==> src/rtl/midi_note_gate_controller.sv <==
// rtl/midi_note_gate_controller.sv - last-note-priority MIDI note stack driving an envelope gate
// Optional feature: define NOTE_GATE_RETRIGGER_EN to drop the gate for one cycle whenever the
// sounding note changes while the gate stays open; undefined gives legato behaviour.
module midi_note_gate_controller #(
  parameter int STACK_DEPTH = 4
) (
  input  logic                             clk,
  input  logic                             rst,
  input  logic                             event_valid,
  output logic                             event_ready,
  input  logic                             event_on,
  input  logic [6:0]                       event_note,
  input  logic [6:0]                       event_velocity,
  output logic                             gate,
  output logic [6:0]                       note,
  output logic [6:0]                       velocity,
  output logic [$clog2(STACK_DEPTH+1)-1:0] held_count,
  output logic                             overflow
);

  localparam int CW = $clog2(STACK_DEPTH + 1);
  localparam int IW = $clog2(STACK_DEPTH);

  typedef enum logic [1:0] {
    IDLE   = 2'd0,
    SEARCH = 2'd1,
    UPDATE = 2'd2,
    RETRIG = 2'd3
  } state_t;

  state_t state;
  state_t state_nxt;

  // Stack entry 0 is the top (most recent); valid entries are packed from 0 upward.
  logic [6:0]             stk_note [STACK_DEPTH];
  logic [6:0]             stk_vel  [STACK_DEPTH];
  logic [STACK_DEPTH-1:0] stk_valid;

  // Event captured at acceptance; a zero-velocity note-on is folded into a note-off here.
  logic       lat_on;
  logic [6:0] lat_note;
  logic [6:0] lat_vel;

  logic          match_hit;
  logic [IW-1:0] match_idx;
  logic          srch_hit;
  logic [IW-1:0] srch_idx;

  logic [6:0]             nxt_note [STACK_DEPTH];
  logic [6:0]             nxt_vel  [STACK_DEPTH];
  logic [STACK_DEPTH-1:0] nxt_valid;
  logic [CW-1:0]          nxt_count;
  logic                   nxt_ovf;
  logic                   retrig_take;

  // Holds event_ready low from reset until the first clock edge after release.
  logic ready_en;
  logic accept;

  assign event_ready = ready_en && (state == IDLE);
  assign accept      = event_valid && event_ready;

  // Parallel compare of the latched note against every valid entry; lowest index wins.
  always_comb begin
    srch_hit = 1'b0;
    srch_idx = '0;
    for (int i = STACK_DEPTH - 1; i >= 0; i--) begin
      if (stk_valid[i] && (stk_note[i] == lat_note)) begin
        srch_hit = 1'b1;
        srch_idx = IW'(i);
      end
    end
  end

  // Next stack image applied at the UPDATE edge.
  always_comb begin
    int lim;
    nxt_note  = stk_note;
    nxt_vel   = stk_vel;
    nxt_valid = stk_valid;
    nxt_count = held_count;
    nxt_ovf   = 1'b0;
    lim       = match_hit ? int'(match_idx) : STACK_DEPTH - 1;
    if (lat_on) begin
      // Shift entries down through the match (or the whole stack), then place the note on top.
      // With no match on a full stack the bottom entry falls off the end.
      for (int i = 1; i < STACK_DEPTH; i++) begin
        if (i <= lim) begin
          nxt_note[i]  = stk_note[i-1];
          nxt_vel[i]   = stk_vel[i-1];
          nxt_valid[i] = stk_valid[i-1];
        end
      end
      nxt_note[0]  = lat_note;
      nxt_vel[0]   = lat_vel;
      nxt_valid[0] = 1'b1;
      if (!match_hit) begin
        if (held_count == CW'(STACK_DEPTH)) begin
          nxt_ovf = 1'b1;
        end else begin
          nxt_count = held_count + CW'(1);
        end
      end
    end else if (match_hit) begin
      // Close the gap left by the released note.
      for (int i = 0; i < STACK_DEPTH - 1; i++) begin
        if (i >= lim) begin
          nxt_note[i]  = stk_note[i+1];
          nxt_vel[i]   = stk_vel[i+1];
          nxt_valid[i] = stk_valid[i+1];
        end
      end
      nxt_note[STACK_DEPTH-1]  = 7'd0;
      nxt_vel[STACK_DEPTH-1]   = 7'd0;
      nxt_valid[STACK_DEPTH-1] = 1'b0;
      nxt_count                = held_count - CW'(1);
    end
  end

`ifdef NOTE_GATE_RETRIGGER_EN
  // Retrigger only when the gate was open, stays open and the sounding note changes.
  assign retrig_take = gate && (nxt_count != '0) && (nxt_note[0] != stk_note[0]);
`else
  assign retrig_take = 1'b0;
`endif

  // State register.
  always_ff @(posedge clk or posedge rst) begin
    if (rst) begin
      state <= IDLE;
    end else begin
      state <= state_nxt;
    end
  end

  // Next-state logic.
  always_comb begin
    state_nxt = state;
    case (state)
      IDLE:    if (accept) state_nxt = SEARCH;
      SEARCH:  state_nxt = UPDATE;
      UPDATE:  state_nxt = retrig_take ? RETRIG : IDLE;
`ifdef NOTE_GATE_RETRIGGER_EN
      RETRIG:  state_nxt = IDLE;
`endif
      default: state_nxt = IDLE;
    endcase
  end

  // Datapath: event latch, search result, stack and output registers.
  always_ff @(posedge clk or posedge rst) begin
    if (rst) begin
      ready_en   <= 1'b0;
      lat_on     <= 1'b0;
      lat_note   <= 7'd0;
      lat_vel    <= 7'd0;
      match_hit  <= 1'b0;
      match_idx  <= '0;
      stk_valid  <= '0;
      held_count <= '0;
      gate       <= 1'b0;
      note       <= 7'd0;
      velocity   <= 7'd0;
      overflow   <= 1'b0;
      for (int i = 0; i < STACK_DEPTH; i++) begin
        stk_note[i] <= 7'd0;
        stk_vel[i]  <= 7'd0;
      end
    end else begin
      ready_en <= 1'b1;
      overflow <= 1'b0;
      if (accept) begin
        lat_on   <= event_on && (event_velocity != 7'd0);
        lat_note <= event_note;
        lat_vel  <= event_velocity;
      end
      if (state == SEARCH) begin
        match_hit <= srch_hit;
        match_idx <= srch_idx;
      end
      if (state == UPDATE) begin
        stk_note   <= nxt_note;
        stk_vel    <= nxt_vel;
        stk_valid  <= nxt_valid;
        held_count <= nxt_count;
        overflow   <= nxt_ovf;
        gate       <= (nxt_count != '0) && !retrig_take;
        // On release the last note and velocity stay on the outputs for the envelope tail.
        if (nxt_count != '0) begin
          note     <= nxt_note[0];
          velocity <= nxt_vel[0];
        end
      end
`ifdef NOTE_GATE_RETRIGGER_EN
      if (state == RETRIG) begin
        gate <= 1'b1;
      end
`endif
    end
  end

endmodule
==> config.mk <==
export PLATFORM = sky130hd
export DESIGN_NAME = midi_note_gate_controller
export DESIGN_NICKNAME = d
export VERILOG_FILES = /design/src/rtl/midi_note_gate_controller.sv
export SDC_FILE = /design/constraint.sdc
export NUM_CORES = 1
export LEC_CHECK = 0
export ABC_AREA = 1
export BUFFER_PORTS_ARGS = -buffer_cell sky130_fd_sc_hd__buf_2
export CAP_MARGIN = 20
export CORE_MARGIN = 5
export CORE_UTILIZATION = 35
export DETAILED_ROUTE_END_ITERATION = 10
export GPL_TIMING_DRIVEN = 0
export SKIP_CTS_REPAIR_TIMING = 1
export SYNTH_ARGS = -nofsm -noshare
export SYNTH_HDL_FRONTEND = slang
export SYNTH_SLANG_ARGS = --single-unit
export TNS_END_PERCENT = 10
==> constraint.sdc <==
create_clock -name clk -period 2.8 [get_ports clk]
set_input_delay 0.28 -clock clk [delete_from_list [all_inputs] [get_ports clk]]
set_output_delay 0.28 -clock clk [all_outputs]
set_load 0.01 [all_outputs]
# After elaboration in Yosys (flattened, before gate mapping)
# Index checks and enable logic that the tools add are counted.
# W data, S select, Z words.
[word_totals] register_bits=100 latch_bits=0 mem_bits_rw=0 romBits=0 mem_count=0
[classes] n_addsub=2 n_mul=0 n_div=0 order_cmp=6 n_eq_ne=11 shifts=0 muxes=43 bitwise=0 n_reduce_logical=19
[op_table] op="$mux W28" count=4
[op_table] op="$mux W7" count=12
[op_table] op="$eq A7 B7 Y1" count=4
[op_table] op="$mux W1" count=14
[op_table] op="$mux W2" count=6
[op_table] op="$mux W3" count=4
[op_table] op="$mux W4" count=2
[op_table] op="$reduce_and A4 Y1" count=2
[op_table] op="$reduce_bool A2 Y1" count=4
[op_table] op="$logic_and A1 B1 Y1" count=7
[op_table] op="$reduce_bool A7 Y1" count=1
[op_table] op="$ne A2 B1 Y1 const B" count=3
[op_table] op="$reduce_and A3 Y1" count=2
[op_table] op="$ge A1 B2 Y1 const A" count=2
[op_table] op="$le A2 B2 Y1 const A" count=2
[op_table] op="$pmux W2 S2" count=1
[op_table] op="$add A3 B1 Y3 const B" count=1
[op_table] op="$eq A3 B3 Y1 const B" count=1
[op_table] op="$reduce_bool A3 Y1" count=1
[op_table] op="$sub A3 B1 Y3 const B" count=1
[op_table] op="$eq A2 B1 Y1 const B" count=1
[op_table] op="$eq A2 B2 Y1 const B" count=1
[op_table] op="$ge A2 B2 Y1 const A" count=1
[op_table] op="$le A1 B2 Y1 const A" count=1
[op_table] op="3 further kinds" count=3

# Logic depth before layout (Yosys ltp)
# Gate-level depths: netlist (run 1).
[depth] ltp_word=6 mapped_depth=13 depth_no_buf=12

# Worst setup path after synthesis (run 1)
# No wires, ideal clock.
[synth_timing] path_type="register -> register" start="reg held_count[0]" end="reg gate" t_arrival_ps=1510 t_required_ps=2681 path_slack_ps=1170 path_stages_with_launch=10 path_buffers=1 period_less_slack_ps=1630 path_cell_list="dfrtp_1 -> inv_1 -> ha_1 -> o21ai_1 -> nand2_1 -> nor2_1 -> nand2_2 -> nand2_2 -> buf_4 -> nand2_1"
[synth_between] elab_chain_cells=5
[synth_rtl] item="start, declared" line_no="17" source="output logic [$clog2(STACK_DEPTH+1)-1:0] held_count,"
[synth_rtl] item="start signal, assigned" line_no="185" source="held_count <= nxt_count;"
[synth_rtl] item="$add A3 B1 Y3 / $eq A3 B3 Y1 (equally long branches)" line_no="101, 98"
[synth_rtl] item="$mux W3" line_no="98" source="if (held_count == CW'(STACK_DEPTH)) begin"
[synth_rtl] item="$mux W3" line_no="97" source="if (!match_hit) begin"
[synth_rtl] item="$mux W3 (*)" line_no="84" source="if (lat_on) begin"
[synth_rtl] item="$reduce_bool A3 Y1 (*)" line_no="187" source="gate <= (nxt_count != '0) && !retrig_take;"
[synth_rtl] item="end signal, assigned" line_no="187"
[synth_rtl] item="end, declared" line_no="14" source="output logic gate,"
# Mark *: on every way between the ends. The rest lies on a longest branch, timed or not.
# A chain may end at the register's enable or synchronous reset.

# Final worst setup path (run 1)
[layout_timing] start="reg state[0]" end="reg stk_vel[10] in the netlist's numbering"
[layout_between] elab_chain_cells=2
[layout_rtl] item="start, declared" line_no="31" source="state_t state;"
[layout_rtl] item="start signal, assigned" line_no="132" source="state <= state_nxt;"
[layout_rtl] item="$eq A2 B2 Y1"
[layout_rtl] item="$reduce_and A4 Y1 (no line)"
[layout_rtl] item="end signal, assigned" line_no="183" source="stk_vel <= nxt_vel;"
[layout_rtl] item="end, declared" line_no="36" source="logic [6:0] stk_vel [STACK_DEPTH];"
# Every way passes these cells.

==> results of run 1 <==
[per-stage QoR]
stage,setup WS (ns),cells
6_report,0.766,934
3_5_place_dp,0.774,918
5_1_grt,0.556,934
4_1_cts,0.752,934
2_1_floorplan,1.17,694
3_3_place_gp,0.551,915
[cells by family (layout without fill, tap and decap cells)]
family                     count (synthesis)  in the layout  synth area share
other                                      1              1          0.000733
AOI/OAI and AO/OA                        138            138             0.142
buffers and inverters                    118            174            0.0910
adders and majority gates                  3              3           0.00734
DFF                                      100            100             0.489
and+or+nand+nor                          326            326             0.256
xor gates and xnor gates                   8              8            0.0137
[worst max-delay path: stages, from the launching register on]
cell and delay [ns]:
dfrtp_1 0.37, inv_1 0.07, nand2_1 0.22, inv_1 0.14, o21ai_1 0.09, a211oi_1 0.37
clkbuf_1 0.46, o21ai_0 0.17
[worst max-delay path by stage]
stage	startpoint	endpoint	slack (ns)	cells past startpoint
after floorplan	held_count[0]$_DFFE_PP0P_	gate$_DFFE_PP0P_	1.17	9
after global routing	state[0]$_DFFE_PP0P_	stk_vel[8]$_DFFE_PP0P_	0.56	7
after CTS	state[0]$_DFFE_PP0P_	stk_vel[10]$_DFFE_PP0P_	0.75	7
final	state[0]$_DFFE_PP0P_	stk_vel[10]$_DFFE_PP0P_	0.77	7
after global placement	rst	velocity[0]$_DFFE_PP0P_	0.55	2
after detailed placement	state[0]$_DFFE_PP0P_	stk_vel[10]$_DFFE_PP0P_	0.77	7
[power groups by stage]
stage / Clock, mW / Sequential (mW) / Combinational (mW)
6_report: 1.31 / 2.09 / 1.67
5_1_grt: 1.39 / 2.13 / 1.92
4_1_cts: 1.32 / 2.09 / 1.68
3_5_place_dp: 0 / 2.11 / 1.67
3_3_place_gp: 0 / 2.11 / 1.65
2_1_floorplan: 0 / 2.10 / 1.11
[cell type report]
class	instances	area, um2	share of cell area
Buffer	36	158	0.0267
Clock buffer	10	239	0.0405
Clock inverter	6	68.8	0.0117
Inverter	82	312	0.0528
Multi-Input combinational cell	476	2150	0.364
Sequential cell	100	2500	0.424
Tap cell	184	230	0.0390
Timing Repair Buffer	40	245	0.0416
[sequential cells by signal, indices dropped and copies added, names as in the netlist]
signal / cells
stk_note: 28
stk_vel: 28
lat_note: 7
lat_vel: 7
note: 7
velocity: 7
stk_valid: 4
held_count: 3
match_idx: 2
state: 2
gate: 1
lat_on: 1
match_hit: 1
overflow: 1
ready_en: 1
[per-layer routing]
metal  vias up  global-route usage
li1       2310                   -
met1      2193               0.245
met4         0              0.0423
met3        15              0.0411
met5         -                   0
met2       102               0.285
[cell usage in the layout, fill, tap and decap left out, drive strengths merged, types with 2 or more instances in the layout]
master	instances
buf	61
a21oi	37
xnor2	8
clkinvlp	2
o22ai	18
nand4	5
nand2	236
nor2	41
ha	3
o211ai	3
o21ai	77
dfrtp	100
inv	83
nand3	40
clkinv	2
clkbuf	25
==> flow_summary.ini, run 1 <==
[floorplan]
top_level_ports = 38
design.core.area_um2 = 14400
die_w_um = 131
initial_utilization = 0.355
rows = 44
chipHeight_um = 131
dieArea_um2 = 17100

[grt]
grt_overflow = 0
antenna_found_initial = 0
globalRouteTotalUtil = 0.177
first_global_vias = 4592
global_route_wire_length_before_repair_um = 23500
grt_max_degree = 31

[setup_path]
path_class = flop to flop
critical_path_arrival_ns = 2.24
r2r-end = stk_vel[10]$_DFFE_PP0P_
critical_path_required_ns = 3.01
start_kind = flop
reg2reg_setup_slack_ns = 0.77
endpoint_kind = flop
ff2ff_path_depth = 7
crit_fanout = 10
crit-reg2reg-launch = state[0]$_DFFE_PP0P_

[finish]
ratio_of_cells_with_drive_above_1_in_the_final_layout = 0.107
nNetsFinal = 766
finish.instance_area_um2 = 5900
diodes = 0
final_core_util = 0.409
layout-area-overhead-vs-synth_pct = 15.4
fillerInstances = 1514

[drt]
wl_met3_um = 580
dr_total_vias = 4620
wirelength_um = 14400
drt.antenna.violating_nets = 0
top_layer = met4
wl_per_cell_um = 15.4
met2_wirelength_um = 6710
route.detailed.drc = 0
drt_pass1_iterations = 5
vias_per_cell = 4.95
initialDrtViolationCount = 328
wl_met1_um = 6930

[pwr]
clockPowerShare = 0.258
switching_share = 0.387
post-layout-total-power_mw = 5.07
cellPowerDensity_nw_per_um2 = 859
vdd.ir_drop.worst_v = 0.000363
combinationalPowerShare = 0.330
p_int_mw = 3.10
p_seq_frac = 0.412
cellLeakagePower_nw = 2.88
switchingPower_mw = 1.96

[yosys]
synth.most_common_cell = nand2_1
netlist.top_cell.by_area = dfrtp_1
yosysTopAreaCellShare = 0.489
syn-cell-area_um2 = 5110
syn_nets = 715
yosys_warnings = 0
syn_inst = 694
synthTopCellsByCount = 234 x nand2_1, 100 x dfrtp_1, 79 x inv_1
ys_ff_latch = 100
synth-main-ff-cell = dfrtp_1
synthTopCellsByArea = dfrtp_1 49%, nand2_1 17%, inv_1 5.8%, o21ai_0 5.8%, nand3_1 3.9%
number_of_distinct_library_cells_after_synthesis = 28
async_flop_share = 1.00
synth_edf_count = 0
synth-seq-area-share = 0.489
synth_area_per_cell_um2 = 7.37

[cts]
clock-root-buffer = clkbuf_16
clkSinkCount = 100
cts.reportedPaths.clkPinSlew_ns = 0.07
clock_path_buffers = 2
cts_tree = done
cts-buffers-inserted = 9
clk-insertion-delay-late_ns = 0.36
cts_max_level = 3

[sta]
fin_worst_hold_slack_ns = -0.0418
timing.max_slew.rel_slack = 0.578
final.period_utilization = 0.726
setup_viol_count_final = 0
finalHoldViolCount = 21
timing.setup.tns_ns = 0
rsz0062_at_grt = no
final_max_slew_viol_count = 0
clock_skew_ns = 0.00732
max_clock_freq_mhz = 492
worst_pin_slew_ns = 0.633
time_the_final_worst_path_needs_with_i_o_delays_and_setup_ns = 2.03

[placed_design]
post-dp-hpwl_um = 10700
gp_congestion = 0.859
placement.io_buffers = 37
placed_cell_area_um2 = 5590

[outcome]
violations = hold timing
result_of_the_run = finished, violations left

[worst_hold_path]
worst_hold_path_type = input port to async pin

[run]
timing.max_cap.violations = 0
No activity file was read; power rests on OpenSTA's default activity.
==> run 2: changes to the inputs <==
==> constraint.sdc (replaced) <==
create_clock -name clk -period 2 [get_ports clk]
set_input_delay 0.2 -clock clk [delete_from_list [all_inputs] [get_ports clk]]
set_output_delay 0.2 -clock clk [all_outputs]
set_load 0.01 [all_outputs]
==> run 2 against run 1 <==
The run now ends clean. Critical path type unchanged. Register-to-register slack lost 0.63 ns. Count of clock-buffer cells in the layout is the same. Core utilization grew 0.22 points. Largest cell class unchanged. Routed wire length shrank 0.19%. Fmax grew 9.3%. Hold slack gained 0.094 ns. Total power grew 40%. Sequential power grew 40%.
==> flow_summary.ini, run 2 (synthesized netlist as in run 1, its figures left out) <==
[sta]
time_the_final_worst_path_needs_with_i_o_delays_and_setup_ns = 1.86
final_max_slew_viol_count = 0
setup_viol_count_final = 0
final.period_utilization = 0.931
rsz0062_at_grt = yes
max_clock_freq_mhz = 537
worst_pin_slew_ns = 0.593
timing.max_slew.rel_slack = 0.605
timing.setup.tns_ns = 0
clock_skew_ns = 0.00773
finalHoldViolCount = 0
setup_ws_ns = 0.139

[drt]
drt.antenna.violating_nets = 0
initialDrtViolationCount = 312
drt_pass1_iterations = 5
route.detailed.drc = 0
dr_total_vias = 4642
vias_per_cell = 4.96
wirelength_um = 14400
wl_per_cell_um = 15.4

[finish]
diodes = 0
top_regs = stk_note: 28 flops, stk_vel: 28 flops
layout-area-overhead-vs-synth_pct = 16.0
ratio_of_cells_with_drive_above_1_in_the_final_layout = 0.116
nNetsFinal = 767
area_used_by_sequential_logic_in_the_layout_um2 = 2500
layout.cells.most_common = nand2_1
fillerInstances = 1521
multi_input_combinational_cell_area_um2 = 2160
count_of_non_filler_cells_in_the_finished_layout = 935
finish.instance_area_um2 = 5930
layout.cells.most_common_list = 234 x nand2_1, 100 x dfrtp_1, 77 x inv_1

[placed_design]
detailedPlace.worstSlack_ns = -0.0262
post-dp-hpwl_um = 10700
placed_cell_area_um2 = 5590
placement.io_buffers = 37
gp_congestion = 0.859
total_instance_count_after_detailed_placement = 918

[cts]
cts.reportedPaths.clkPinSlew_ns = 0.07
cts_max_level = 3
clock-root-buffer = clkbuf_16
clock_path_buffers = 2
clkSinkCount = 100
clk-insertion-delay-late_ns = 0.35
cts-buffers-inserted = 9
cts_tree = done

[floorplan]
top_level_ports = 38
design.core.area_um2 = 14400
rows = 44
initial_utilization = 0.355
chipHeight_um = 131
die_w_um = 131
dieArea_um2 = 17100

[setup_path]
reg2reg_setup_slack_ns = 0.14
critical_path_s_largest_stage_delay_ns = 0.47
critical_path.slowest_cell = dfrtp_1
endpoint_kind = flop
path_class = flop to flop
crit_buf_inv = 4
critical_path_arrival_ns = 2.08
start_kind = flop
crit_fanout = 10
critical_path_required_ns = 2.22
cpMostUsedCell = inv_2
cp_cell_instances = inv_2, nor2_2, inv_2, buf_2, clkbuf_1, o22ai_1, nand2_1, o21ai_0
worst_path_dominant_cell_family = buffers and inverters

[grt]
first_global_vias = 4592
grt_overflow = 0
grt_max_degree = 31
global_route_wire_length_before_repair_um = 23500
antenna_found_initial = 0
globalRouteTotalUtil = 0.177

[worst_hold_path]
worst_hold_path_type = input port to flop

[run]
timing.max_cap.violations = 0

[pwr]
vdd.ir_drop.worst_v = 0.000507
cellPowerDensity_nw_per_um2 = 1200
cellLeakagePower_nw = 2.90

[outcome]
result_of_the_run = finished, final reports clean
run 2: worst paths after layout:
check                                           start                  endpoint  cells after the start
worst max-delay path            match_hit$_DFFE_PP0N_  stk_note[12]$_DFFE_PP0P_                      8
max in group asynchronous                         rst       note[6]$_DFFE_PP0P_                      6
min in group asynchronous                         rst  stk_valid[2]$_DFFE_PP0P_                      3
worst max register to register  match_hit$_DFFE_PP0N_  stk_note[12]$_DFFE_PP0P_                      8
worst min-delay path                event_velocity[3]    lat_vel[3]$_DFFE_PP0P_                      3
worst min register to register    note[2]$_DFFE_PP0P_       note[2]$_DFFE_PP0P_                      2
run 2: area by class of cell:
class                   count  share of cell area
repair buffers             41              0.0430
clock inverters             6              0.0116
inverters                  82              0.0525
multi-input cells         476               0.364
flip-flops and latches    100               0.422
well taps                 184              0.0388
clock buffers              10              0.0403
plain buffers              36              0.0278
run 2: layer usage:
| layer | wire length, um | GRT usage | vias to the layer above |
|---|---|---|---|
| met5 | 0 | 0 | - |
| met4 | 172 | 0.0423 | 0 |
| met3 | 748 | 0.0411 | 17 |
| met2 | 6760 | 0.285 | 109 |
| met1 | 6680 | 0.245 | 2205 |
| li1 | - | - | 2311 |
run 2: worst register-to-register path, stage by stage (launching register included):
cell and delay (ns):
dfrtp_1 0.47, inv_2 0.12, nor2_2 0.05, inv_2 0.07, buf_2 0.25, clkbuf_1 0.46
o22ai_1 0.14, nand2_1 0.09, o21ai_0 0.08
run 2: per-stage QoR:
stage	util	hold slack, ns	total power, mW
after floorplan	-	0.310	4.49
final	0.411	0.0526	7.12
after global placement	0.384	0.414	5.26
after global routing	0.411	0.0536	7.64
after CTS	0.409	-0.102	7.13
after detailed placement	0.388	0.272	5.30
run 2: power breakdown:
group / leakage, nW / switching, mW / internal, mW
sequential: 1.32 / 0.402 / 2.52
combinational: 1.43 / 1.54 / 0.830
clock: 0.149 / 0.807 / 1.01
